===== src/rtl/arbiter_burst_mux.sv =====
`default_nettype none
// arbiter_burst_mux: forwards the burst of the single granted port to a registered valid/ready output.
// Revision 1.0
module arbiter_burst_mux #(
  parameter int NUM_PORTS  = 6,
  parameter int DATA_WIDTH = 32,
  parameter int LEN_WIDTH  = 8,
  localparam int IDX_W     = (NUM_PORTS > 1) ? $clog2(NUM_PORTS) : 1
) (
  input  logic                            clk,
  input  logic                            rst,
  input  logic [0:NUM_PORTS-1]            grant,
  input  logic                            active,
  input  logic [NUM_PORTS*DATA_WIDTH-1:0] in_data,
  input  logic [NUM_PORTS*LEN_WIDTH-1:0]  in_len,
  input  logic [0:NUM_PORTS-1]            in_valid,
  output logic [0:NUM_PORTS-1]            in_ready,
  output logic [0:NUM_PORTS-1]            done,
  output logic [DATA_WIDTH-1:0]           out_data,
  output logic                            out_valid,
  input  logic                            out_ready,
  output logic                            out_last,
  output logic [IDX_W-1:0]                out_port,
  output logic                            err_grant
);
  localparam logic [1:0] IDLE    = 2'd0;
  localparam logic [1:0] XFER    = 2'd1;
  localparam logic [1:0] RELEASE = 2'd2;

  logic [1:0]            r_state;
  logic [1:0]            w_next_state;
  logic [0:NUM_PORTS-1]  r_sel;
  logic [IDX_W-1:0]      r_idx;
  logic [LEN_WIDTH-1:0]  r_count;
  logic [IDX_W-1:0]      w_grant_idx;
  logic [LEN_WIDTH-1:0]  w_grant_len;
  logic [DATA_WIDTH-1:0] w_sel_data;
  logic                  w_grant_any;
  logic                  w_grant_multi;
  logic                  w_capture;
  logic                  w_can_accept;
  logic                  w_xfer;
  logic                  w_last_xfer;

  // Grant decode: index and burst length of the granted port, plus a multi-hot flag.
  always_comb begin
    w_grant_any   = 1'b0;
    w_grant_multi = 1'b0;
    w_grant_idx   = '0;
    w_grant_len   = '0;
    for (int p = 0; p < NUM_PORTS; p++) begin
      if (grant[p]) begin
        if (w_grant_any) begin
          w_grant_multi = 1'b1;
        end else begin
          w_grant_idx = IDX_W'(p);
          w_grant_len = in_len[p*LEN_WIDTH +: LEN_WIDTH];
        end
        w_grant_any = 1'b1;
      end
    end
  end

  always_comb begin
    w_sel_data = '0;
    for (int p = 0; p < NUM_PORTS; p++) begin
      if (r_sel[p]) w_sel_data = in_data[p*DATA_WIDTH +: DATA_WIDTH];
    end
  end

  assign w_capture    = (r_state == IDLE) && active && w_grant_any && !w_grant_multi;
  assign w_can_accept = !out_valid || out_ready;
  assign w_xfer       = |(in_valid & in_ready);
  assign w_last_xfer  = w_xfer && (r_count == '0);

  always_ff @(posedge clk or negedge rst) begin
    if (!rst) r_state <= IDLE;
    else      r_state <= w_next_state;
  end

  // RELEASE holds off until the arbiter has withdrawn the stale grant.
  always_comb begin
    w_next_state = r_state;
    case (r_state)
      IDLE:    if (w_capture) w_next_state = XFER;
      XFER:    if (w_last_xfer) w_next_state = RELEASE;
      RELEASE: if ((grant & r_sel) == '0) w_next_state = IDLE;
      default: w_next_state = IDLE;
    endcase
  end

  always_comb begin
    in_ready  = '0;
    done      = '0;
    err_grant = 1'b0;
    if (r_state == XFER && w_can_accept) in_ready = r_sel;
    done      = in_valid & in_ready & {NUM_PORTS{r_count == '0}};
    err_grant = rst && (r_state == IDLE) && active && w_grant_multi;
  end

  always_ff @(posedge clk or negedge rst) begin
    if (!rst) begin
      r_sel     <= '0;
      r_idx     <= '0;
      r_count   <= '0;
      out_data  <= '0;
      out_valid <= 1'b0;
      out_last  <= 1'b0;
      out_port  <= '0;
    end else begin
      if (w_capture) begin
        r_sel   <= grant;
        r_idx   <= w_grant_idx;
        r_count <= w_grant_len;
      end else if (w_xfer) begin
        r_count <= r_count - LEN_WIDTH'(1);
      end
      if (w_xfer) begin
        out_data  <= w_sel_data;
        out_valid <= 1'b1;
        out_last  <= (r_count == '0);
        out_port  <= r_idx;
      end else if (out_ready) begin
        out_valid <= 1'b0;
        out_last  <= 1'b0;
      end
    end
  end
endmodule
`default_nettype wire

===== config.mk =====
export PLATFORM = sky130hd
export DESIGN_NAME = arbiter_burst_mux
export DESIGN_NICKNAME = d
export VERILOG_FILES = /design/src/rtl/arbiter_burst_mux.sv
export SDC_FILE = /design/constraint.sdc
export NUM_CORES = 1
export LEC_CHECK = 0
export ABC_AREA = 1
export CAP_MARGIN = 25
export CORE_ASPECT_RATIO = 0.8
export CORE_UTILIZATION = 34
export DETAILED_ROUTE_END_ITERATION = 10
export PLACE_DENSITY = 0.86
export REMOVE_ABC_BUFFERS = 1
export SYNTH_ARGS = -nofsm -noshare
export SYNTH_HDL_FRONTEND = slang
export SYNTH_SLANG_ARGS = --single-unit

===== constraint.sdc =====
create_clock -name clk -period 1.6 [get_ports clk]
set_clock_uncertainty 0.2 [all_clocks]
set_input_delay 0.16 -clock clk [delete_from_list [all_inputs] [get_ports clk]]
set_output_delay 0.16 -clock clk [all_outputs]
set_load 0.01 [all_outputs]

==> results_dict.tcl, run 1 <==
set metrics [dict create \
    fin_area_um2 9040 \
    dr.pass1.iters 5 \
    via_per_inst 4.93 \
    numCtsBuffers 5 \
    slowest_delay_ns 0.42 \
    clk_pin_slew_ns 0.07 \
    path_cells "nor2_4, and2_4, clkinvlp_4, buf_6, nor2_4, buf_6" \
    num_rows 38 \
    rrSetupSlack_ns -0.30 \
    clk_latency_ns 0.29 \
    synth_top_area_share 0.295 \
    drive_gt1_frac 0.147 \
    maxSlewHeadroom 0.508 \
    rsz0062_at_grt "yes" \
    diodes 0 \
    setup_viol 69 \
    detail-route-antenna-nets 0 \
    n_fill_cell 1199 \
    synth_area_leaders "dfrtp_1, nand2_1, nor2_1" \
    fmax_mhz 519 \
    netlist_instances 800 \
    max-vdd-ir-drop_mv 0.696 \
    outcome "finished, violations left" \
    worst_pin_slew_ns 0.739 \
    postSynthAreaPerCell_um2 5.94 \
    synth_top_area_cell "dfrtp_1" \
    async_reset_ff_frac 1.00 \
    synth_cell_types 36 \
    cts_root_buf "clkbuf_16" \
    final_nets 1412 \
    clkSinkCount 56 \
    fp.coreArea_um2 13600 \
    die_h_um 108 \
    yosys-top-cells-count "nand2_1, nor2_1, a21oi_1" \
    path_delay_family "buffers and inverters" \
    ios 306 \
    ys_seq_elements 56 \
    dp_hpwl_mm 16.7 \
    grt_overflow 0 \
    hold_viol 0 \
    die_w_um 134 \
    gp_congestion 0.965 \
    port-buffer-count 305 \
    p_leak_nw 4.47 \
    first_global_vias 6355 \
    critPathKind "reg2out" \
    max_cap_violations 0 \
    ys_warn_count 0 \
    end_kind "primary output" \
    htreeDepth 2 \
    grt_pass1_wl_mm 33.4 \
    min_period_over_period 1.20 \
    initial_core_util 0.350 \
    grt_usage 0.301 \
    layout_min_cycle_time_ns 1.93 \
    ys_seq_area_frac 0.295 \
    cts_tree "built" \
    syn_to_final_growth_pct 90.2 \
    violations "setup timing" \
    wl_per_cell_um 16.4 \
    path_buf_inv 3 \
    synthesis.area_um2 4750 \
    power_density_nw_per_um2 1630 \
    place_area_um2 8360 \
    synth.most_common_cell "nand2_1" \
    drc 0 \
    slew_viol_final 0 \
    crit_path_start_kind "register" \
    die_area_um2 14500 \
    slowest_stage "dfrtp_1" \
    cp.required_ns 1.24 \
    drt-total-wl_mm 21.8 \
    vias 6582 \
    grt_max_degree 57 \
    arrival_ns 1.57 \
    yosys_most_used_dff "dfrtp_1" \
    grt_antenna_before_repair 0 \
    setup_slack_ns -0.327 \
    synth-edff-count 0 \
    hold_class "reg2reg" \
    cts_buffer_depth 2 \
    worst_hold_slack_ns 0.279 \
    drtIter0Drc 346 \
    path_max_fanout 3 \
]
state kept, by name, summed over array words and instances, names as in the netlist:
name	cells
out_port	3
out_last	1
out_valid	1
r_state	2
r_idx	3
out_data	32
r_count	8
r_sel	6
timing repair:
item | CTS | global route
pin swaps | 9 | 17
setup endpoints to repair | 73 | 83
hold endpoints to repair | 56 | 0
hold buffers | 1 | 0
setup buffers | 13 | 3
cloned | 5 | 1
resized for setup | 119 | 41
layer usage:
| metal | part of all wire | vias up | GRT usage |
|---|---|---|---|
| met3 | 0.081 | 38 | 0.0687 |
| met1 | 0.41 | 2984 | 0.366 |
| met4 | 0.027 | 0 | 0.120 |
| met5 | 0 | - | 0 |
| met2 | 0.48 | 290 | 0.517 |
| li1 | - | 3270 | - |
per-stage QoR:
stage / power [mW] / instances / setup WS, ns / util / setup TNS [ns]
finish: 14.7 / 1335 / -0.327 / 0.665 / -15.37
global placement: 11.6 / 1305 / -0.718 / 0.615 / -28.57
global route: 15.9 / 1335 / -0.396 / 0.665 / -21.97
floorplan: 7.31 / 752 / -0.781 / - / -31.43
detailed placement: 11.8 / 1305 / -0.731 / 0.615 / -30.97
CTS: 14.4 / 1332 / -0.309 / 0.653 / -15.37
worst register-to-register path, stage by stage (launching register included):
cell	delay, ns
dfrtp_1	0.39
inv_2	0.08
nor2_4	0.04
buf_4	0.14
nand4_1	0.11
nand2_2	0.09
nor2_4	0.18
nand2_8	0.10
inv_16	0.12
buf_12	0.13
nor2_1	0.04
nand2_1	0.11
nand2_1	0.07
cells in the final DEF, fill, tap and decap left out, types with 5 or more instances in the layout:
cell type,synthesis,layout
buf_12,0,8
a21oi_1,65,65
o21ai_0,27,17
inv_2,3,5
clkbuf_16,0,6
buf_6,6,18
dlymetal6s2s_1,0,14
o21ai_1,21,27
nor2_2,3,6
nor2_1,112,102
nand3_1,21,18
clkdlybuf4s50_1,0,269
buf_2,10,9
nor2_4,5,13
inv_1,33,28
dlygate4sd2_1,0,8
dfrtp_1,56,56
o211ai_1,32,32
nand2_2,3,13
buf_4,1,61
nand4_1,7,7
xor2_1,6,6
nand2_1,335,324
cell families after synthesis:
group | synth area share
buffers and inverters | 0.0821
AO/OA/AOI/OAI | 0.178
flip-flops | 0.295
adder cells (fa/ha/maj) | 0.00526
AND/OR/NAND/NOR | 0.429
XOR/XNOR | 0.0111
path summary, 6_finish.rpt:
kind,startpoint,to,cells past startpoint
setup reg to reg,r_state[0],out_data[13],12
setup / recovery,r_state[1],in_ready[5],6
hold / removal,out_data[2],out_data[2],2
min in group asynchronous,rst,out_data[22],3
max in group asynchronous,rst,out_data[10],3
hold reg to reg,out_data[2],out_data[2],2
report_power, final:
group | switching [mW] | total, mW | leakage, nW | internal, mW
logic | 5.75 | 10.9 | 3.69 | 5.17
clock network | 0.526 | 1.27 | 0.0815 | 0.747
registers | 0.416 | 2.52 | 0.702 | 2.10
area by class of cell:
class | count | area, um^2 | share of cell area
multi-input combinational | 658 | 3110 | 0.344
clock buffer | 6 | 129 | 0.0143
timing repair buffer | 394 | 3960 | 0.438
tap | 180 | 225 | 0.0249
clock inverter | 2 | 38.8 | 0.00429
sequential | 56 | 1400 | 0.155
inverter | 39 | 171 | 0.0190
Note: power is estimated with default switching activity, not from simulation.
==> run 2: changes to the inputs <==
--- a/config.mk
+++ b/config.mk
@@ -6,11 +6,12 @@
 export NUM_CORES = 1
 export LEC_CHECK = 0
 export ABC_AREA = 1
-export CAP_MARGIN = 25
+export CELL_PAD_IN_SITES_DETAIL_PLACEMENT = 1
+export CELL_PAD_IN_SITES_GLOBAL_PLACEMENT = 2
 export CORE_ASPECT_RATIO = 0.8
-export CORE_UTILIZATION = 34
+export CORE_UTILIZATION = 15
 export DETAILED_ROUTE_END_ITERATION = 10
-export PLACE_DENSITY = 0.86
+export PLACE_DENSITY = 0.83
 export REMOVE_ABC_BUFFERS = 1
 export SYNTH_ARGS = -nofsm -noshare
 export SYNTH_HDL_FRONTEND = slang
==> run 2 against run 1 <==
Net effect:
- the run still ends with setup timing left
- die area is 120% higher
- setup slack worse by 0.018 ns
- combinational power hardly changed
- worst hold slack worse by 0.052 ns
- non-clock buffer count is 34 higher
- power is 0.49% lower
- via count is 1.4% higher
- routed wire length is 24% higher
- register-to-register slack worse by 0.04 ns
- sequential share of layout area is 0.76 points lower
- sequential power is 3% higher
- global-route usage is 14 points lower
==> results_dict.tcl, run 2 (synthesis gave the netlist of run 1 again) <==
set metrics [dict create \
    combPwrFrac 0.740 \
    min_period_over_period 1.22 \
    met2_length_mm 13.2 \
    port-buffer-count 305 \
    drtIter0Drc 211 \
    fmax_mhz 514 \
    grt_overflow 0 \
    num_rows 57 \
    crit_top_cell "nor2_4" \
    numCtsBuffers 5 \
    setup_viol 69 \
    diodes 0 \
    power_density_nw_per_um2 1530 \
    max_cap_violations 0 \
    drive_gt1_frac 0.180 \
    cts_root_buf "clkbuf_16" \
    slowest_delay_ns 0.40 \
    place_area_um2 8830 \
    slowest_stage "dfrtp_1" \
    worst_hold_slack_ns 0.227 \
    wl_per_cell_um 16.9 \
    outcome "finished, violations left" \
    gp_congestion 0.843 \
    cp.required_ns 1.65 \
    largest-register "out_data" \
    reg_top3 "out_data x32, r_count x8, r_sel x6" \
    path_max_fanout 7 \
    cts_tree "built" \
    p_int_mw 7.63 \
    final_common_cell "nand2_1" \
    max-vdd-ir-drop_mv 0.570 \
    die_h_um 161 \
    sw_frac_of_total 0.479 \
    power_frac_clock 0.083 \
    final_nets 1446 \
    vias 6671 \
    drc 0 \
    tns_ns -18.14 \
    first_global_vias 7059 \
    switching_power_mw 7.01 \
    die_w_um 201 \
    grt_antenna_before_repair 0 \
    setup_slack_ns -0.345 \
    clk_pin_slew_ns 0.08 \
    grt_pass1_wl_mm 40.8 \
    utilization 0.311 \
    detail-route-antenna-nets 0 \
    critPathKind "reg2reg" \
    power_mw 14.6 \
    layout_min_cycle_time_ns 1.94 \
    initial_core_util 0.155 \
    met3_length_mm 1.25 \
    rsz0062_at_grt "yes" \
    drt-total-wl_mm 27.0 \
    clk_latency_ns 0.31 \
    via_per_inst 4.16 \
    hold_class "in2reg" \
    routed.top_layer "met4" \
    wl_met1_mm 12.3 \
    grt_usage 0.163 \
    p_leak_nw 4.60 \
    fin_area_um2 9550 \
    clkSinkCount 56 \
    dp_hpwl_mm 20.8 \
    maxSlewHeadroom 0.749 \
    crit_path_start_kind "register" \
    layout_common_cells "nand2_1, clkdlybuf4s50_1, buf_4" \
    die_area_um2 32400 \
    worst_pin_slew_ns 0.376 \
    ios 306 \
    dp.cells 1557 \
    syn_to_final_growth_pct 101 \
    end_kind "register" \
    grt_max_degree 57 \
    htreeDepth 2 \
    largest_register_ffs 32 \
    slew_viol_final 0 \
    cts_buffer_depth 2 \
    dr.pass1.iters 4 \
    fp.coreArea_um2 30700 \
    arrival_ns 1.99 \
    fin_cells 1602 \
    path_cells "inv_2, nor2_4, buf_6, nand4_1, nand2_2, nor2_4, nand2_8, buf_8, nor2_4, nand2_1, nand3_1" \
    dp_slack_ns -0.777 \
    hold_viol 0 \
    seq_power_share 0.177 \
    violations "setup timing" \
]
[run 2: changes by cell type in the layout (fill, tap and decap cells not counted), moves of 6 or more]
cell             delta
clkdlybuf4s50_1    -20
dlygate4sd2_1      +24
nor2_1              -6
buf_4              +36
[run 2: power by group through the flow]
| stage | Combinational, mW | Clock [mW] | Sequential, mW |
|---|---|---|---|
| global placement | 9.62 | 0 | 2.61 |
| CTS | 10.5 | 1.29 | 2.60 |
| floorplan | 4.37 | 0 | 2.94 |
| global route | 12.0 | 1.33 | 2.68 |
| detailed placement | 9.80 | 0 | 2.62 |
| finish | 10.8 | 1.22 | 2.59 |
[run 2: final timing paths]
kind                       cells past startpoint    startpoint      endpoint  slack, ns
setup / recovery                              11    r_state[0]    r_count[2]      -0.34
hold / removal                                 4      grant[4]      r_sel[4]       0.23
setup reg to reg                              11    r_state[0]    r_count[2]      -0.34
hold reg to reg                                2  out_data[23]  out_data[23]       0.28
max in group asynchronous                      3           rst      r_sel[4]       0.54
min in group asynchronous                      3           rst  out_data[31]       0.36
[run 2: critical path: cells and delay by family, from the launching register on]
family / cells / cell delay, ns
simple gates: 8 / 0.92
flops: 1 / 0.40
buf+inv: 3 / 0.36
[run 2: cell type report]
type | count | area, um^2
fillers | 3786 | 21200
multi-input cells | 657 | 3130
well taps | 413 | 517
repair inverters | 1 | 8.76
repair buffers | 428 | 4170
clock inverters | 3 | 22.5
flip-flops and latches | 56 | 1410
inverters | 39 | 170
clock buffers | 5 | 125
[run 2: routing by layer]
metal | up-vias | GRT usage
met5 | - | 0
met4 | 0 | 0.0298
met2 | 149 | 0.289
met1 | 3165 | 0.208
li1 | 3341 | -
met3 | 16 | 0.0264
[run 2: repair_timing]
item	4_1_cts	5_1_grt
gates resized for setup	144	44
endpoints found under the setup margin	97	78
setup buffers	21	13
cloned	2	1
pin swaps	20	20
hold buffers	1	0
endpoints found under the hold margin	56	0
